===== config.mk =====
export PLATFORM = sky130hd
export DESIGN_NAME = speck_stream_frontend
export DESIGN_NICKNAME = d
export VERILOG_FILES = /design/src/rtl/speck_stream_frontend.sv
export SDC_FILE = /design/constraint.sdc
export NUM_CORES = 1
export LEC_CHECK = 0
export ABC_CLOCK_PERIOD_IN_PS = 4100
export BUFFER_PORTS_ARGS = -buffer_cell sky130_fd_sc_hd__buf_2
export CAP_MARGIN = 10
export CORE_ASPECT_RATIO = 2
export CORE_UTILIZATION = 58
export DETAILED_ROUTE_END_ITERATION = 7
export PLACE_DENSITY = 0.86
export SYNTH_ARGS = -nofsm -noshare
export SYNTH_HDL_FRONTEND = slang
export SYNTH_SLANG_ARGS = --single-unit

===== constraint.sdc =====
create_clock -name clk -period 4.1 [get_ports clk]
set_input_delay 0.41 -clock clk [delete_from_list [all_inputs] [get_ports clk]]
set_output_delay 0.41 -clock clk [all_outputs]
set_load 0.1 [all_outputs]

===== src/rtl/speck_stream_frontend.sv =====
// speck_stream_frontend: assembles key/plaintext from a byte stream, starts the SPECK
// controller, then streams the captured ciphertext back out byte by byte.
module speck_stream_frontend #(
    parameter int TIMEOUT_CYCLES = 255
) (
    input  logic         clk,
    input  logic         rst_n,
    input  logic [7:0]   in_data,
    input  logic         in_valid,
    output logic         in_ready,
    output logic [7:0]   out_data,
    output logic         out_valid,
    input  logic         out_ready,
    output logic [127:0] key,
    output logic [127:0] plaintext,
    output logic         start,
    input  logic         finished,
    input  logic [127:0] ciphertext,
    output logic         busy,
    output logic         timeout_err
);
    typedef enum logic [1:0] {LOAD, START, WAIT, SEND} state_t;

    state_t       r_state;
    logic [4:0]   r_cnt;
    logic [15:0]  r_timer;
    logic [127:0] r_key;
    logic [127:0] r_pt;
    logic [127:0] r_sh;
    logic         r_start;
    logic         r_terr;

    assign in_ready    = r_state == LOAD;
    assign out_valid   = r_state == SEND;
    assign busy        = r_state != LOAD;
    assign out_data    = r_sh[127:120];
    assign key         = r_key;
    assign plaintext   = r_pt;
    assign start       = r_start;
    assign timeout_err = r_terr;

    always_ff @(posedge clk or negedge rst_n) begin
        if (!rst_n) begin
            r_state <= LOAD;
            r_cnt   <= 5'd0;
            r_timer <= 16'd0;
            r_key   <= 128'd0;
            r_pt    <= 128'd0;
            r_sh    <= 128'd0;
            r_start <= 1'b0;
            r_terr  <= 1'b0;
        end else begin
            r_start <= 1'b0;
            case (r_state)
                LOAD: if (in_valid) begin
                    // key and plaintext form one 256-bit shift register, first byte ends in key MSB
                    {r_key, r_pt} <= {r_key[119:0], r_pt, in_data};
                    r_cnt <= r_cnt + 5'd1;
                    if (r_cnt == 5'd0) r_terr <= 1'b0;
                    if (r_cnt == 5'd31) begin
                        r_state <= START;
                        r_start <= 1'b1;
                    end
                end
                START: begin
                    r_timer <= 16'd0;
                    r_state <= WAIT;
                end
                WAIT: if (finished) begin
                    r_sh    <= ciphertext;
                    r_state <= SEND;
                end else if (r_timer == 16'(TIMEOUT_CYCLES - 1)) begin
                    r_terr  <= 1'b1;
                    r_state <= LOAD;
                end else begin
                    r_timer <= r_timer + 16'd1;
                end
                SEND: if (out_ready) begin
                    r_sh  <= {r_sh[119:0], 8'd0};
                    r_cnt <= r_cnt + 5'd1;
                    if (r_cnt == 5'd15) begin
                        r_cnt   <= 5'd0;
                        r_state <= LOAD;
                    end
                end
                default: r_state <= LOAD;
            endcase
        end
    end
endmodule


; ---- Yosys cells after proc, flatten, opt, wreduce, memory -nomap -nowiden
; Cells that the tools add are included.
[op_classes]
n_addsub = 2
eq_ne = 16
n_reduce_logical = 13
muxes = 25
[ops]
columns = cell, n
row1 = $mux 128, 2
row2 = $pmux 128 s2, 1
row3 = $mux 16, 2
row4 = $pmux 16 s2, 1
row5 = $add 16x1->16 const B, 1
row6 = $eq 16x8->1 const B, 1
row7 = $mux 5, 3
row8 = $mux 2, 6
row9 = $ne 2x2->1 const B, 5
row10 = $pmux 5 s2, 1
row11 = $reduce_and 5->1, 2
row12 = $reduce_bool 2->1, 5
row13 = $reduce_and 3->1, 3
row14 = $ne 2x1->1 const B, 4
row15 = $pmux 2 s4, 1
row16 = $mux 1, 7
row17 = $add 5x1->5 const B, 1
row18 = $eq 5x4->1 const B, 1
row19 = $eq 5x5->1 const B, 1
row20 = $logic_not 5->1, 1
row21 = $eq 2x2->1 const B, 2
row22 = $ne 3x3->1 const B, 1
row23 = $eq 2x1->1 const B, 1
row24 = $logic_not 2->1, 1
row25 = other kinds (2), 2
[word_totals]
out_inout_bits = 269
input_bits = 141
reg_bits = 409
elab_cells = 64

; ---- Depth between registers and ports, before layout
[depth]
word_depth = 4
mapped_depth = 8
ltp_nobuf = 6

; ---- Worst setup path before layout
; Ideal clock, no wire load.
[synth_timing]
path_kind = reg2out
startpoint = reg r_state[1]
endpoint = out busy
t_required_ns = 3.690
path_buffers = 2
arrival_time_ns = 3.006
stages_incl_launch_ff = 5
setup_slack_ns = 0.684
path_cell_list = dfrtp_1 > buf_2 > clkbuf_1 > nor2_1 > inv_1
[synth_via]
elab_chain_cells = 1
[synth_rtl]
columns = item, line
row1 = "start, declared", 24  ; state_t r_state;
row2 = "start signal, assigned", 44  ; r_state <= LOAD;
row3 = "start signal, assigned", 61  ; r_state <= START;
row4 = "start signal, assigned", 67  ; r_state <= WAIT;
row5 = $reduce_bool 2->1, 35  ; assign busy = r_state != LOAD;
row6 = "end, declared", 19  ; output logic busy,
; Every way passes these cells.

; ---- Worst setup path after layout
[layout_timing]
startpoint = reg r_state[1]
endpoint = out out_valid
[layout_via]
elab_chain_cells = 1
[layout_rtl]
columns = item, line
row1 = $eq 2x2->1, 34  ; assign out_valid = r_state == SEND;
row2 = "end, declared", 12  ; output logic out_valid,
; Every way passes these cells.

==> impl_metrics.csv <==
group,metric,value,unit
sta,skew,0.0227,ns
yosys,synth_top_area_share,60.9,%
yosys,synth_cell_type_count,51,
finish,syn2layout_area_growth,20.4,%
route,wl,45.7,mm
worst_setup_path,worstSetupPathType,"flop to primary output",
cts,numCtsBuffers,36,
sta,drv_slew,0,
yosys,synthArstFlopShare,100,%
placement,numPlacedInstances,2464,
placement,routabilityCongestion,0.892,
route,wl_per_cell,18.0,microns
power_and_ir_drop,ir_drop,0.000377,V
yosys,seq_area_frac_synth,60.9,%
finish,layout-drive-gt1-share,22.6,%
cts,postCtsHoldBufs,1,
sta,fmax,0.323,GHz
die,initial_core_util,59.4,%
route,via_per_inst,5.36,
worst_setup_path,setup.worst_path.end_class,"primary output",
global_routing,grt_max_degree,172,
job,cap_violations,0,
sta,finalHoldViolCount,0,
global_routing,grt-ovfl-total,0,
cts,root_buffer,"clkbuf_16",
placement,placedInstanceArea,19000,sq um
sta,rsz0062_at_grt,"false",
yosys,yosysTopAreaCell,"dfrtp_1",
placement,port_buffers,409,
yosys,syn_avg_cell_area,9.35,sq um
yosys,synth.area.top_cells,"dfrtp_1 (61%), nand2_1 (20%), mux2i_1 (7.3%), o21ai_0 (2.0%), o21ai_1 (1.8%)",
die,core,28300,sq um
worst_hold_path,min_path_type,"primary input to flop",
cts,htreeDepth,2,
cts,cts_tree,"yes",
cts,clk-insertion-delay-late,0.54,ns
global_routing,grt_use_total,31.0,%
die,num_rows,87,
yosys,synth_ff_type,"dfrtp_1",
route,firstDrtPassIters,5,
route,drt-initial-drc-count,813,
die,die_area,29700,sq um
global_routing,grt_pass1_wl,71.0,mm
global_routing,grt_pass1_vias,13700,
sta,period_needed,3.09,ns
cts,clock-sinks,409,
finish,final_area,20200,sq um
yosys,ys_ff_latch,409,
yosys,ys_warn_count,0,
sta,slew_headroom,37.2,%
finish,fill_cells,1997,
yosys,synthesis.area,16800,sq um
yosys,netlist_instances,1798,
route,vias,13600,
route,ant_nets,0,
die,fp.dieH,243,microns
sta,tightest_slew,0.942,ns
sta,setup_viol,0,
cts,path_clk_slew,0.07,ns
sta,tns,0,ns
worst_setup_path,crit_arrival,2.68,ns
power_and_ir_drop,leakage,12.2,nW
route,drc,0,
finish,final_nets,2292,
worst_setup_path,start_kind,"flop",
power_and_ir_drop,total_power,0.0101,W
yosys,synth_edf_count,0,
power_and_ir_drop,power_density,499,nW/um^2
cts,cts_setup_buffers,0,
cts,cts_max_path_buffers,3,
die,die_w,122,microns
yosys,synth_fp_nets,1943,
worst_setup_path,crit_fanout,59,
placement,hpwl,31.0,mm
outcome,outcome,"completed",
sta,min_period_over_period,75.4,%
cts,cts.repair.resized,0,
sta,whs,0.0616,ns
global_routing,antenna_found_initial,15,
worst_setup_path,critPathRequiredTime,3.69,ns
finish,instances_no_fill,2542,
die,io_pins,410,
[worst max-delay path, cell delays in order (launching register included)]
cell	delay (ns)
dfrtp_1	0.75
nand2_1	0.29
inv_6	0.55
buf_2	0.55
[cell type report]
type	instances	area [sq um]	area share (%)
inverters	7	31.3	0.155
diodes	15	37.5	0.186
clock buffers	53	1090	5.37
well taps	356	445	2.20
clock inverters	9	58.8	0.291
multi-input cells	1266	6030	29.8
repair buffers	427	2310	11.4
flip-flops and latches	409	10200	50.6
[path summary, 6_finish.rpt]
check | start | to | slack [ns] | cells after the start
max in group asynchronous | rst_n | key[97] | 2.52 | 3
min reg2reg | key[120] | key[120] | 0.48 | 2
min in group asynchronous | rst_n | r_sh[94] | 0.53 | 2
max reg2reg | r_state[1] | r_sh[71] | 1.27 | 5
max | r_state[1] | out_valid | 1.01 | 3
min | in_data[0] | plaintext[0] | 0.06 | 3
[kinds of logic after synthesis]
logic type | synth area share, %
simple gates | 22.6
flops | 60.9
compound gates | 5.41
buf+inv | 3.32
mux | 7.33
fa+ha+maj | 0.298
xor+xnor | 0.104
[where the power goes]
group / internal [W] / total [W] / switching (W)
logic: 0.000649 / 0.00182 / 0.00117
registers: 0.00455 / 0.00495 / 0.000401
clock network: 0.00184 / 0.00333 / 0.00148
[state kept, by name, summed over array words and instances (netlist names)]
signal and flops:
key 128, start 1, timeout_err 1, r_sh 128
r_timer 16, r_cnt 5, plaintext 128, r_state 2
[cells in the final DEF (no fill, tap or decap), types with 9 or more instances in the layout]
master,instances
buf_12,9
buf_2,408
clkbuf_16,38
dfrtp_1,409
diode_2,15
mux2i_1,122
nand2_1,909
nor2_1,15
o21ai_0,67
o21ai_1,61
[metrics by stage]
stage / util [%] / setup slack (ns)
final: 71.5 / 1.01
after global routing: 71.5 / 0.847
after CTS: 71.4 / 1.02
after detailed placement: 67.3 / 1.43
after global placement: 67.3 / 1.58
after floorplan: - / 0.684
[metal layers]
| layer | GRT usage [%] | vias to the layer above | routed length (microns) | share of wire [%] |
|---|---|---|---|---|
| met5 | 0 | - | 0 | 0 |
| met4 | 21.3 | 0 | 3520 | 7.7 |
| met3 | 7.40 | 175 | 3170 | 6.9 |
| met2 | 52.5 | 532 | 23200 | 51 |
| met1 | 33.4 | 6483 | 15800 | 35 |
| li1 | - | 6434 | - | - |
[cells in the mapped netlist (all sizes together) (5+ instances only)]
master and instances:
nor2 15, a21oi 8, a22o 8, nand3 5, mux2i 122, dfrtp 409, nand2 910, nand4 6
nor3 5, o21ai 128, buf 61, clkbuf 55, inv 7
No activity file was read; power rests on OpenSTA's default activity.
